`src/rtl/lfsr_arbiter_pkg.sv`:
```
// Shared definitions for the LFSR random-number server.
//   LFSR_W     : width of the Galois LFSR
//   state_t    : server FSM states
//   lfsr_step  : one Galois step, bit 5 is the MSB and feeds taps 2 and 3
package lfsr_pkg;

   localparam int LFSR_W = 6;

   typedef enum logic [1:0] {
      IDLE  = 2'd0,
      GRANT = 2'd1,
      LOAD  = 2'd2
   } state_t;

   function automatic logic [LFSR_W-1:0] lfsr_step(input logic [LFSR_W-1:0] s);
      logic [LFSR_W-1:0] n;
      n[0] = s[5];
      n[1] = s[0];
      n[2] = s[1] ^ s[5];
      n[3] = s[2] ^ s[5];
      n[4] = s[3];
      n[5] = s[4];
      return n;
   endfunction

endpackage

```
`src/rtl/lfsr_arbiter_if.sv`:
```
// Request/grant and seed-load bus between requesters and the LFSR server.
//   req       : per-requester request, held until its gnt bit is seen
//   gnt       : one-hot grant pulse (one cycle)
//   rnd_out   : random value delivered with the grant
//   rnd_valid : high exactly when gnt is non-zero
//   seed_load : seed load request, honoured only while the server is idle
//   seed_val  : seed to load (zero is replaced by the reset seed)
//   busy      : server is not idle; new req/seed_load must be held
//   lock_err  : one-cycle pulse when a zero seed was replaced
// Handshake: a request is taken only when the server is idle at a rising
// edge; the grant is visible for exactly one cycle after that edge, and the
// requester drops req in the cycle after it sees its gnt bit. Anything
// presented while busy is ignored and has to stay asserted.
interface lfsr_arbiter_if
   import lfsr_pkg::*;
#(
   parameter int N_REQ = 4
) ();

   logic [N_REQ-1:0]  req;
   logic [N_REQ-1:0]  gnt;
   logic [LFSR_W-1:0] rnd_out;
   logic              rnd_valid;
   logic              seed_load;
   logic [LFSR_W-1:0] seed_val;
   logic              busy;
   logic              lock_err;

   modport master (
      output req, seed_load, seed_val,
      input  gnt, rnd_out, rnd_valid, busy, lock_err
   );

   modport slave (
      input  req, seed_load, seed_val,
      output gnt, rnd_out, rnd_valid, busy, lock_err
   );

endinterface

```
`src/rtl/lfsr_arbiter_rr_arbiter.sv`:
```
// Combinational round-robin picker.
//   req       : request vector
//   ptr       : index with the highest priority this round
//   winner    : index of the first set req bit at or above ptr (wrapping)
//   winner_oh : one-hot of winner, all zero when nothing requests
//   any_req   : at least one request bit is set
module rr_arbiter #(
   parameter  int N_REQ = 4,
   localparam int PTR_W = $clog2(N_REQ)
) (
   input  logic [N_REQ-1:0] req,
   input  logic [PTR_W-1:0] ptr,
   output logic [PTR_W-1:0] winner,
   output logic [N_REQ-1:0] winner_oh,
   output logic             any_req
);

   always_comb begin : pick
      logic [PTR_W:0]   sum;
      logic [PTR_W-1:0] idx;
      any_req = 1'b0;
      winner  = '0;
      sum     = '0;
      idx     = '0;
      // Walk ptr, ptr+1, ... with an explicit wrap so N_REQ need not be a
      // power of two.
      for (int i = 0; i < N_REQ; i++) begin
         sum = {1'b0, ptr} + (PTR_W+1)'(i);
         if (sum >= (PTR_W+1)'(N_REQ)) begin
            sum = sum - (PTR_W+1)'(N_REQ);
         end
         idx = sum[PTR_W-1:0];
         if (!any_req && req[idx]) begin
            any_req = 1'b1;
            winner  = idx;
         end
      end
   end

   always_comb begin
      winner_oh = '0;
      for (int j = 0; j < N_REQ; j++) begin
         winner_oh[j] = any_req && (winner == PTR_W'(j));
      end
   end

endmodule

```
`src/rtl/lfsr_arbiter.sv`:
```
// Shared random-number server: one 6-bit Galois LFSR handed out to N_REQ
// requesters in round-robin order, with seed loading and zero-seed recovery.
//   clk       : clock, rising edge
//   rst       : asynchronous active-low reset
//   bus       : request/grant/seed bus (slave side)
//   dbg_state : current FSM state
//   dbg_ptr   : current round-robin priority pointer
// All outputs are registered; nothing on the bus reaches an output
// combinationally.
module lfsr_arbiter
   import lfsr_pkg::*;
#(
   parameter  int                N_REQ = 4,
   parameter  logic [LFSR_W-1:0] SEED  = 6'b111111,
   localparam int                PTR_W = $clog2(N_REQ)
) (
   input  logic             clk,
   input  logic             rst,
   lfsr_arbiter_if.slave    bus,
   output state_t           dbg_state,
   output logic [PTR_W-1:0] dbg_ptr
);

   state_t            state_q,     state_d;
   logic [PTR_W-1:0]  ptr_q,       ptr_d;
   logic [LFSR_W-1:0] lfsr_q,      lfsr_d;
   logic [N_REQ-1:0]  gnt_q,       gnt_d;
   logic [LFSR_W-1:0] rnd_q,       rnd_d;
   logic              rnd_valid_q, rnd_valid_d;
   logic              busy_q,      busy_d;
   logic              lock_err_q,  lock_err_d;

   logic [PTR_W-1:0]  winner;
   logic [N_REQ-1:0]  winner_oh;
   logic              any_req;

   rr_arbiter #(
      .N_REQ (N_REQ)
   ) u_rr (
      .req       (bus.req),
      .ptr       (ptr_q),
      .winner    (winner),
      .winner_oh (winner_oh),
      .any_req   (any_req)
   );

   always_comb begin
      state_d     = state_q;
      ptr_d       = ptr_q;
      lfsr_d      = lfsr_q;
      rnd_d       = rnd_q;       // last delivered value stays visible
      gnt_d       = '0;
      rnd_valid_d = 1'b0;
      lock_err_d  = 1'b0;

      unique case (state_q)
         IDLE: begin
            // Seed loading wins over a request in the same cycle.
            if (bus.seed_load) begin
               state_d = LOAD;
               if (bus.seed_val == '0) begin
                  // An all-zero LFSR would never leave zero.
                  lfsr_d     = SEED;
                  lock_err_d = 1'b1;
               end else begin
                  lfsr_d = bus.seed_val;
               end
            end else if (any_req) begin
               state_d     = GRANT;
               gnt_d       = winner_oh;
               rnd_d       = lfsr_q;
               rnd_valid_d = 1'b1;
               lfsr_d      = lfsr_step(lfsr_q);
               if (winner == PTR_W'(N_REQ-1)) begin
                  ptr_d = '0;
               end else begin
                  ptr_d = winner + PTR_W'(1);
               end
            end
         end
         GRANT:   state_d = IDLE;
         LOAD:    state_d = IDLE;
         default: state_d = IDLE;
      endcase

      busy_d = (state_d != IDLE);
   end

   always_ff @(posedge clk or negedge rst) begin
      if (!rst) begin
         state_q     <= IDLE;
         ptr_q       <= '0;
         lfsr_q      <= SEED;
         gnt_q       <= '0;
         rnd_q       <= '0;
         rnd_valid_q <= 1'b0;
         busy_q      <= 1'b0;
         lock_err_q  <= 1'b0;
      end else begin
         state_q     <= state_d;
         ptr_q       <= ptr_d;
         lfsr_q      <= lfsr_d;
         gnt_q       <= gnt_d;
         rnd_q       <= rnd_d;
         rnd_valid_q <= rnd_valid_d;
         busy_q      <= busy_d;
         lock_err_q  <= lock_err_d;
      end
   end

   assign bus.gnt       = gnt_q;
   assign bus.rnd_out   = rnd_q;
   assign bus.rnd_valid = rnd_valid_q;
   assign bus.busy      = busy_q;
   assign bus.lock_err  = lock_err_q;
   assign dbg_state     = state_q;
   assign dbg_ptr       = ptr_q;

endmodule

```
`src/flat_wrapper.sv`:
```
// flat-port wrapper written by rule: the top's interface ports become plain ports
module lfsr_arbiter_flat import lfsr_pkg::*;
#(
   parameter  int                N_REQ = 4,
   parameter  logic [LFSR_W-1:0] SEED  = 6'b111111,
   localparam int                PTR_W = $clog2(N_REQ)
)
  (clk, rst, dbg_state, dbg_ptr, bus_req, bus_seed_load, bus_seed_val, bus_gnt, bus_rnd_out, bus_rnd_valid, bus_busy, bus_lock_err);
  lfsr_arbiter_if #(.N_REQ(N_REQ)) bus_i ();
  input  logic clk;
  input  logic rst;
  output state_t dbg_state;
  output logic [PTR_W-1:0] dbg_ptr;
  input wire logic [$bits(bus_i.req)-1:0] bus_req;
  input wire logic [$bits(bus_i.seed_load)-1:0] bus_seed_load;
  input wire logic [$bits(bus_i.seed_val)-1:0] bus_seed_val;
  output wire logic [$bits(bus_i.gnt)-1:0] bus_gnt;
  output wire logic [$bits(bus_i.rnd_out)-1:0] bus_rnd_out;
  output wire logic [$bits(bus_i.rnd_valid)-1:0] bus_rnd_valid;
  output wire logic [$bits(bus_i.busy)-1:0] bus_busy;
  output wire logic [$bits(bus_i.lock_err)-1:0] bus_lock_err;
  assign bus_i.req = bus_req;
  assign bus_i.seed_load = bus_seed_load;
  assign bus_i.seed_val = bus_seed_val;
  assign bus_gnt = bus_i.gnt;
  assign bus_rnd_out = bus_i.rnd_out;
  assign bus_rnd_valid = bus_i.rnd_valid;
  assign bus_busy = bus_i.busy;
  assign bus_lock_err = bus_i.lock_err;
  lfsr_arbiter #(.N_REQ(N_REQ), .SEED(SEED)) u_core (.clk(clk), .rst(rst), .bus(bus_i), .dbg_state(dbg_state), .dbg_ptr(dbg_ptr));
endmodule
```
`config.mk`:
```
export PLATFORM = sky130hd
export DESIGN_NAME = lfsr_arbiter_flat
export DESIGN_NICKNAME = d
export VERILOG_FILES = /design/src/rtl/lfsr_arbiter_pkg.sv /design/src/rtl/lfsr_arbiter_if.sv /design/src/rtl/lfsr_arbiter_rr_arbiter.sv /design/src/rtl/lfsr_arbiter.sv /design/src/flat_wrapper.sv
export SDC_FILE = /design/constraint.sdc
export NUM_CORES = 1
export LEC_CHECK = 0
export BUFFER_PORTS_ARGS = -buffer_cell sky130_fd_sc_hd__buf_2
export CAP_MARGIN = 5
export CORE_ASPECT_RATIO = 0.9
export CORE_UTILIZATION = 45
export CTS_BUF_LIST = sky130_fd_sc_hd__clkbuf_4 sky130_fd_sc_hd__clkbuf_8 sky130_fd_sc_hd__clkbuf_16
export DETAILED_ROUTE_END_ITERATION = 8
export PLACE_DENSITY_LB_ADDON = 0.3
export SLEW_MARGIN = 10
export SYNTH_ARGS = -nofsm -noshare
export SYNTH_HDL_FRONTEND = slang
export SYNTH_SLANG_ARGS = --single-unit
```
`constraint.sdc`:
```
create_clock -name clk -period 1.57 [get_ports clk]
set_input_delay 0.314 -clock clk [delete_from_list [all_inputs] [get_ports clk]]
set_output_delay 0.314 -clock clk [all_outputs]
set_load 0.01 [all_outputs]
```
==> After elaboration in Yosys (flattened, before gate mapping) <==
Cells that the tools add are included.
{ "totals": {"input_bits": 13, "latchBits": 0, "reg_bits": 23, "ram_bits": 0, "n_memories": 0, "mem_bits_ro": 0} }
{ "op_classes": {"n_div": 0, "n_bitwise": 3, "magnitude_cmp": 8, "mux": 36, "add_sub_neg": 8, "n_reduce_logical": 17, "multipliers": 0, "n_eq_ne": 3, "shift": 0} }
{ "ops": {"columns": ["operator", "count"], "rows": [
  ["$mux 2", 12],
  ["$mux 6", 3],
  ["$mux 1", 14],
  ["$lt 2x3->1 const B", 4],
  ["$mux 4", 3],
  ["$ge 3x3->1 const B", 3],
  ["$bmux 1 s2", 4],
  ["$sub 2x1->2 const B", 4],
  ["$logic_and 1x1->1", 7],
  ["$add 2x2->3 const B", 2],
  ["$logic_not 6->1", 1],
  ["$eq 2x2->1 const B", 2],
  ["$logic_not 2->1", 2],
  ["$reduce_bool 2->1", 2],
  ["$add 2x1->3 const B", 1],
  ["$ge 2x3->1 const B", 1],
  ["$logic_not 1->1", 3],
  ["$reduce_and 3->1", 1],
  ["$add 2x1->2 const B", 1],
  ["$eq 2x1->1 const B", 1],
  ["$reduce_and 2->1", 1],
  ["$xor 1x1->1", 2],
  ["$not 1->1", 1]
]} }

==> Depth between registers and ports, before layout <==
{ "logic_depth": {"depth_word": 19, "depth_mapped": 6} }

==> Cells and area by module <==
From an unflattened synthesis, not the netlist that was laid out.
{ "hier_totals": {"hier_cells": 111, "hier_area_um2": 1217.4} }
{ "modules_own_cells": {"columns": ["module", "cells_per_inst", "seq_area_each_um2", "area_each_um2", "instances"], "rows": [
  ["lfsr_arbiter", 78, 583.1, 1006.0, 1],
  ["rr_arbiter", 33, 0.0, 211.5, 1]
]} }

==> Worst setup path before layout <==
OpenSTA, ideal clock, no wires.
{ "synth_timing": {"path_kind": "input -> register", "start": "input bus_req[3]", "end": "register u_core.rnd_q[0], in the netlist u_core.bus.rnd_out[0]", "setup_ns": 0.125, "arrival_ns": 1.538, "stages": 5, "path_buffers": 2, "setup_slack_ns": -0.093, "cell_sequence": "or4_4 and3b_1 buf_6 buf_8 mux2_4"} }
{ "synth_via": {"elab_chain_cells": 13, "elab_cells_between_ends": 19, "classes_between": "mux: 12; reduce/logical: 7"} }
{ "synth_lines": {"columns": ["element", "line_no", "text"], "rows": [
  ["start, declared", "flat_wrapper.sv:14", "input wire logic [$bits(bus_i.req)-1:0] bus_req;"],
  ["$bmux 1 s2", "lfsr_arbiter_rr_arbiter.sv:33", "if (!any_req && req[idx]) begin"],
  ["$mux 1 (implied by the code)", "lfsr_arbiter_rr_arbiter.sv:33", null],
  ["$mux 1", "lfsr_arbiter_rr_arbiter.sv:33", null],
  ["$logic_not 1->1", "lfsr_arbiter_rr_arbiter.sv:33", null],
  ["$logic_and 1x1->1", "lfsr_arbiter_rr_arbiter.sv:33", null],
  ["$mux 1", "lfsr_arbiter_rr_arbiter.sv:33", null],
  ["$logic_not 1->1", "lfsr_arbiter_rr_arbiter.sv:33", null],
  ["$logic_and 1x1->1", "lfsr_arbiter_rr_arbiter.sv:33", null],
  ["$mux 1", "lfsr_arbiter_rr_arbiter.sv:33", null],
  ["$logic_not 1->1", "lfsr_arbiter_rr_arbiter.sv:33", null],
  ["$logic_and 1x1->1", "lfsr_arbiter_rr_arbiter.sv:33", null],
  ["$mux 1 (*)", "lfsr_arbiter_rr_arbiter.sv:33", null],
  ["$reduce_and 3->1 (no line) (*)", null, null],
  ["end signal, assigned", "lfsr_arbiter.sv:104", "rnd_q <= rnd_d;"],
  ["end, declared", "lfsr_arbiter.sv:28", "logic [LFSR_W-1:0] rnd_q, rnd_d;"]
]} }
Every way passes the cells marked *; elsewhere a longest branch is shown, timed or not. The select of a mux whose other input is x is not followed.
A chain may end at the register's enable or synchronous reset.

==> Final worst setup path <==
{ "layout_timing": {"start": "register u_core.ptr_q[0], in the netlist u_core.dbg_ptr[0]", "end": "register u_core.ptr_q[1], in the netlist u_core.dbg_ptr[1]"} }
{ "layout_via": {"elab_chain_cells": 16, "elab_cells_between_ends": 41, "classes_between": "add/sub: 8; order compare: 4; eq/ne: 1; mux: 21; reduce/logical: 7"} }
{ "layout_lines": {"columns": ["element", "line_no", "text"], "rows": [
  ["start, declared", "lfsr_arbiter.sv:25", "logic [PTR_W-1:0] ptr_q, ptr_d;"],
  ["start signal, assigned", "lfsr_arbiter.sv:101", "ptr_q <= ptr_d;"],
  ["parallel branches: the longest is 16 deep, another holds $add 2x1->3", null, null]
]} }
Several ways; the timed one is not identified. The select of a mux whose other input is x is not followed.

==> results by group <==
Outcome
  • Result of the run: complete, no violations

Timing
  • Max-slew headroom: 68.4%
  • Time the worst path needs with I/O delays and setup: 1.52 ns
  • RSZ-0062 raised after global routing: true
  • WHS: 0.198 ns
  • Maximum clock frequency: 656 MHz
  • Transition time at the pin with the least slew margin: 0.474 ns
  • Setup-failing EPs final: 0
  • Worst Clk Skew: 0.00233 ns
  • Max Slew Vio Count: 0
  • Final period util: 97.1%
  • Total Negative Setup Slacks: 0 ns
  • Final hold viol count: 0

Placement
  • Final RePlAce weighted congestion: 0.761
  • PortBufs: 29
  • DP Wirelength: 1580 microns
  • Post-Place Cell Area: 1320 sq um

Synthesis
  • Count of distinct cell types in the synthesized netlist: 29
  • Library cell occupying the most area in the post-synthesis netlist: sky130_fd_sc_hd__dfrtp_1
  • Cell types with the highest counts after synthesis: sky130_fd_sc_hd__dfrtp_1 (17), sky130_fd_sc_hd__nand2_1 (8), sky130_fd_sc_hd__o21ai_0 (8)
  • Share of flip-flops with an asynchronous set or reset after synthesis: 100%
  • Proportion of netlist area held by the largest area contributor: 39.8%
  • Synthesized area per cell: 12.3 sq um
  • Post-synthesis sequential element count: 23
  • Sequential fraction of the synthesis area: 54.5%
  • Count leader, synth: sky130_fd_sc_hd__dfrtp_1
  • EDFF count, synth: 0
  • Ys flop type: sky130_fd_sc_hd__dfrtp_1
  • Cells taking the most area after synthesis: sky130_fd_sc_hd__dfrtp_1 (40%), sky130_fd_sc_hd__dfstp_2 (15%), sky130_fd_sc_hd__mux2_4 (7.0%), sky130_fd_sc_hd__ha_1 (4.7%), sky130_fd_sc_hd__o22ai_1 (4.1%)
  • Post-synth net total: 104
  • Yosys warning count: 0
  • Cell count after synthesis: 87
  • Post-Synthesis Cell Area: 1070 sq um

Critical path
  • Reg2reg path depth: 5
  • Data arrival at the endpoint of the critical path: 1.72 ns
  • Data required, critical path: 1.77 ns
  • Number of buffers and inverters on the critical path: 0
  • Critical path, cell by cell: nor2b_4 > nor2_1 > o22a_2 > ha_1 > mux2_4
  • Slowest stage cell on the critical path: sky130_fd_sc_hd__dfrtp_2
  • Worst Setup SP: u_core.dbg_ptr[0]
  • Maximum fanout count along the critical path: 5
  • FF-to-FF Start: u_core.dbg_ptr[0]
  • Critical Path End: u_core.dbg_ptr[1]
  • RR Endpoint: u_core.dbg_ptr[1]
  • Setup slack, reg-to-reg: 0.05 ns
  • Crit path launch type: register
  • Number of cells on the critical path: 5
  • Capturing element type of the critical path: register
  • Family with the most delay on the worst path: flip-flops
  • Highest cell delay on the worst timing path: 0.46 ns
  • Setup Crit Path Kind: register to register

Power and ir drop
  • Portion of total power attributed to the clock network: 13.4%
  • Total Power Consumption: 1.93 mW
  • Worst VDD drop: 1290 uV
  • Power per Cell Area: 1410 nW/um^2
  • Switching power share of the total: 32.4%
  • Design internal power: 1.31 mW
  • Static power due to leakage: 0.692 nW
  • Reg power frac: 48.0%
  • Switching power: 626 uW
  • Part of the total power dissipated in combinational logic: 38.7%

Global route
  • GRT Resource Usage Total: 18.2%
  • Residual overflow from global routing: 0
  • Via count of the first global-routing pass: 723
  • Wire length of the first global-routing pass: 3240 microns
  • Largest net degree at the start of global routing: 24
  • Initial antenna violation count: 0

Drt
  • Via/cell ratio: 5.00
  • Length of the first detailed-routing pass in iterations: 3
  • Number of design rule violations left after detail routing: 0
  • First DRT Iteration DRCs: 6
  • Sum of routed wire length over all layers: 2100 microns
  • Wire length per cell after detailed routing: 13.4 microns
  • Routed vias: 785
  • Post-DRT Antenna Nets: 0

Clock network
  • CTS tree: done
  • Number of clock buffers inserted by TritonCTS: 3
  • Max Root-Sink Buffers: 2
  • Total number of H-tree levels: 1
  • Reg clk slew, reported paths: 0.12 ns
  • CTS root buf: sky130_fd_sc_hd__clkbuf_4
  • Clock sink count: 23
  • Clock latency on the worst-skew pair: 0.30 ns

Finish
  • Nets: 148
  • Area growth syn-to-layout: 28.3%
  • Diode insertion count for antenna repair: 0
  • Fin area: 1370 sq um
  • Share of final-layout standard cells stronger than drive strength 1: 53.8%

Die
  • Site row count: 16
  • Core region area: 2200 sq um
  • Die outline width: 53.4 microns
  • Die Area: 2580 sq um
  • Starting density of the core: 48.6%
  • Vertical die dimension: 48.3 microns
  • Top-level port count: 30

Flow run
  • Max-cap violations: 0

Worst hold path
  • Worst hold path class: input port to register
layout by cell type (no fill, tap or decap):
cell / count
sky130_fd_sc_hd__inv_1: 3
sky130_fd_sc_hd__xor2_1: 2
sky130_fd_sc_hd__nor2b_1: 1
sky130_fd_sc_hd__dfstp_2: 6
sky130_fd_sc_hd__o21ai_0: 8
sky130_fd_sc_hd__buf_4: 13
sky130_fd_sc_hd__o22ai_1: 7
sky130_fd_sc_hd__o31ai_2: 1
sky130_fd_sc_hd__and2_1: 4
sky130_fd_sc_hd__dfrtp_1: 16
sky130_fd_sc_hd__and3b_2: 2
sky130_fd_sc_hd__clkbuf_4: 3
sky130_fd_sc_hd__o221ai_2: 1
sky130_fd_sc_hd__buf_2: 29
sky130_fd_sc_hd__nor2b_4: 1
sky130_fd_sc_hd__or4_4: 1
sky130_fd_sc_hd__or4_1: 1
sky130_fd_sc_hd__ha_1: 4
sky130_fd_sc_hd__a21boi_1: 1
sky130_fd_sc_hd__and2_2: 1
sky130_fd_sc_hd__nor2_1: 2
sky130_fd_sc_hd__clkinv_2: 1
sky130_fd_sc_hd__nor4b_1: 1
sky130_fd_sc_hd__dfrtp_2: 1
sky130_fd_sc_hd__o22a_2: 1
sky130_fd_sc_hd__and2b_1: 1
sky130_fd_sc_hd__mux2_2: 2
sky130_fd_sc_hd__mux2_4: 6
sky130_fd_sc_hd__a21oi_2: 1
sky130_fd_sc_hd__nand2_1: 8
sky130_fd_sc_hd__dlygate4sd3_1: 1
sequential cells by signal, summed over array words and instances (netlist names):
| signal | flops |
|---|---|
| u_core.lfsr_q | 6 |
| u_core.bus.rnd_valid | 1 |
| u_core.bus.busy | 1 |
| u_core.dbg_state | 2 |
| u_core.bus.gnt | 4 |
| u_core.dbg_ptr | 2 |
| u_core.bus.lock_err | 1 |
| u_core.bus.rnd_out | 6 |
power groups by stage:
stage | sequential, mW | combinational (mW) | clock [mW]
2_1_floorplan | 0.986 | 0.359 | 0
3_3_place_gp | 0.923 | 0.707 | 0
3_5_place_dp | 0.932 | 0.728 | 0
4_1_cts | 0.922 | 0.731 | 0.266
5_1_grt | 0.957 | 0.835 | 0.294
6_report | 0.928 | 0.748 | 0.258
worst reg2reg max path, delay by kind of cell (launching register included):
kind / cells / cell delay, ns
fa+ha+maj: 1 / 0.29
simple gates: 2 / 0.19
mux: 1 / 0.26
compound gates: 1 / 0.22
flops: 1 / 0.46
logic make-up after synthesis:
logic type	count (synthesis)	share of synthesized area, %
and+or+nand+nor	23	12.7
DFF	23	54.5
AOI/OAI and AO/OA	20	11.9
muxes	8	10.2
buffers and inverters	7	4.33
adders and majority gates	4	4.68
xor gates and xnor gates	2	1.64
routing by layer:
layer,GRT usage [%],up-vias,wire (microns)
met1,22.0,362,959
met3,6.85,4,131
met2,32.0,25,984
met4,3.16,0,29
met5,0,-,0
li1,-,394,-
final cells by class:
| cell class | instances | area (sq um) |
|---|---|---|
| clock buffers | 3 | 22.5 |
| clock inverters | 1 | 5.00 |
| fillers | 192 | 830 |
| inverters | 3 | 11.3 |
| multi-input cells | 57 | 463 |
| flip-flops and latches | 23 | 584 |
| well taps | 27 | 33.8 |
| repair buffers | 43 | 253 |
per-stage QoR:
step / instances / utilization, % / setup slack, ns
global route: 157 / 62.3 / -0.0377
finish: 157 / 62.3 / 0.0457
floorplan: 87 / - / -0.0931
CTS: 157 / 61.6 / 0.0159
detailed placement: 152 / 59.8 / -0.292
global placement: 152 / 59.8 / -0.251
what timing repair did:
action,4_1_cts,5_1_grt
gates resized for setup,1,6
endpoints found under the setup margin,8,1
buffers inserted,0,0
hold buffers,1,0
pin swaps,0,2
hold endpoints to repair,17,0
worst min path at each step:
| stage | startpoint | endpoint | cells past startpoint |
|---|---|---|---|
| global placement | rst | u_core.bus.lock_err | 1 |
| finish | bus_seed_val[5] | u_core.bus.lock_err | 2 |
| global route | bus_seed_val[5] | u_core.bus.lock_err | 2 |
| detailed placement | rst | u_core.bus.lock_err | 1 |
| floorplan | rst | u_core.bus.busy | 0 |
| CTS | bus_seed_val[5] | u_core.bus.lock_err | 2 |
Note: power is estimated with default switching activity, not from simulation.
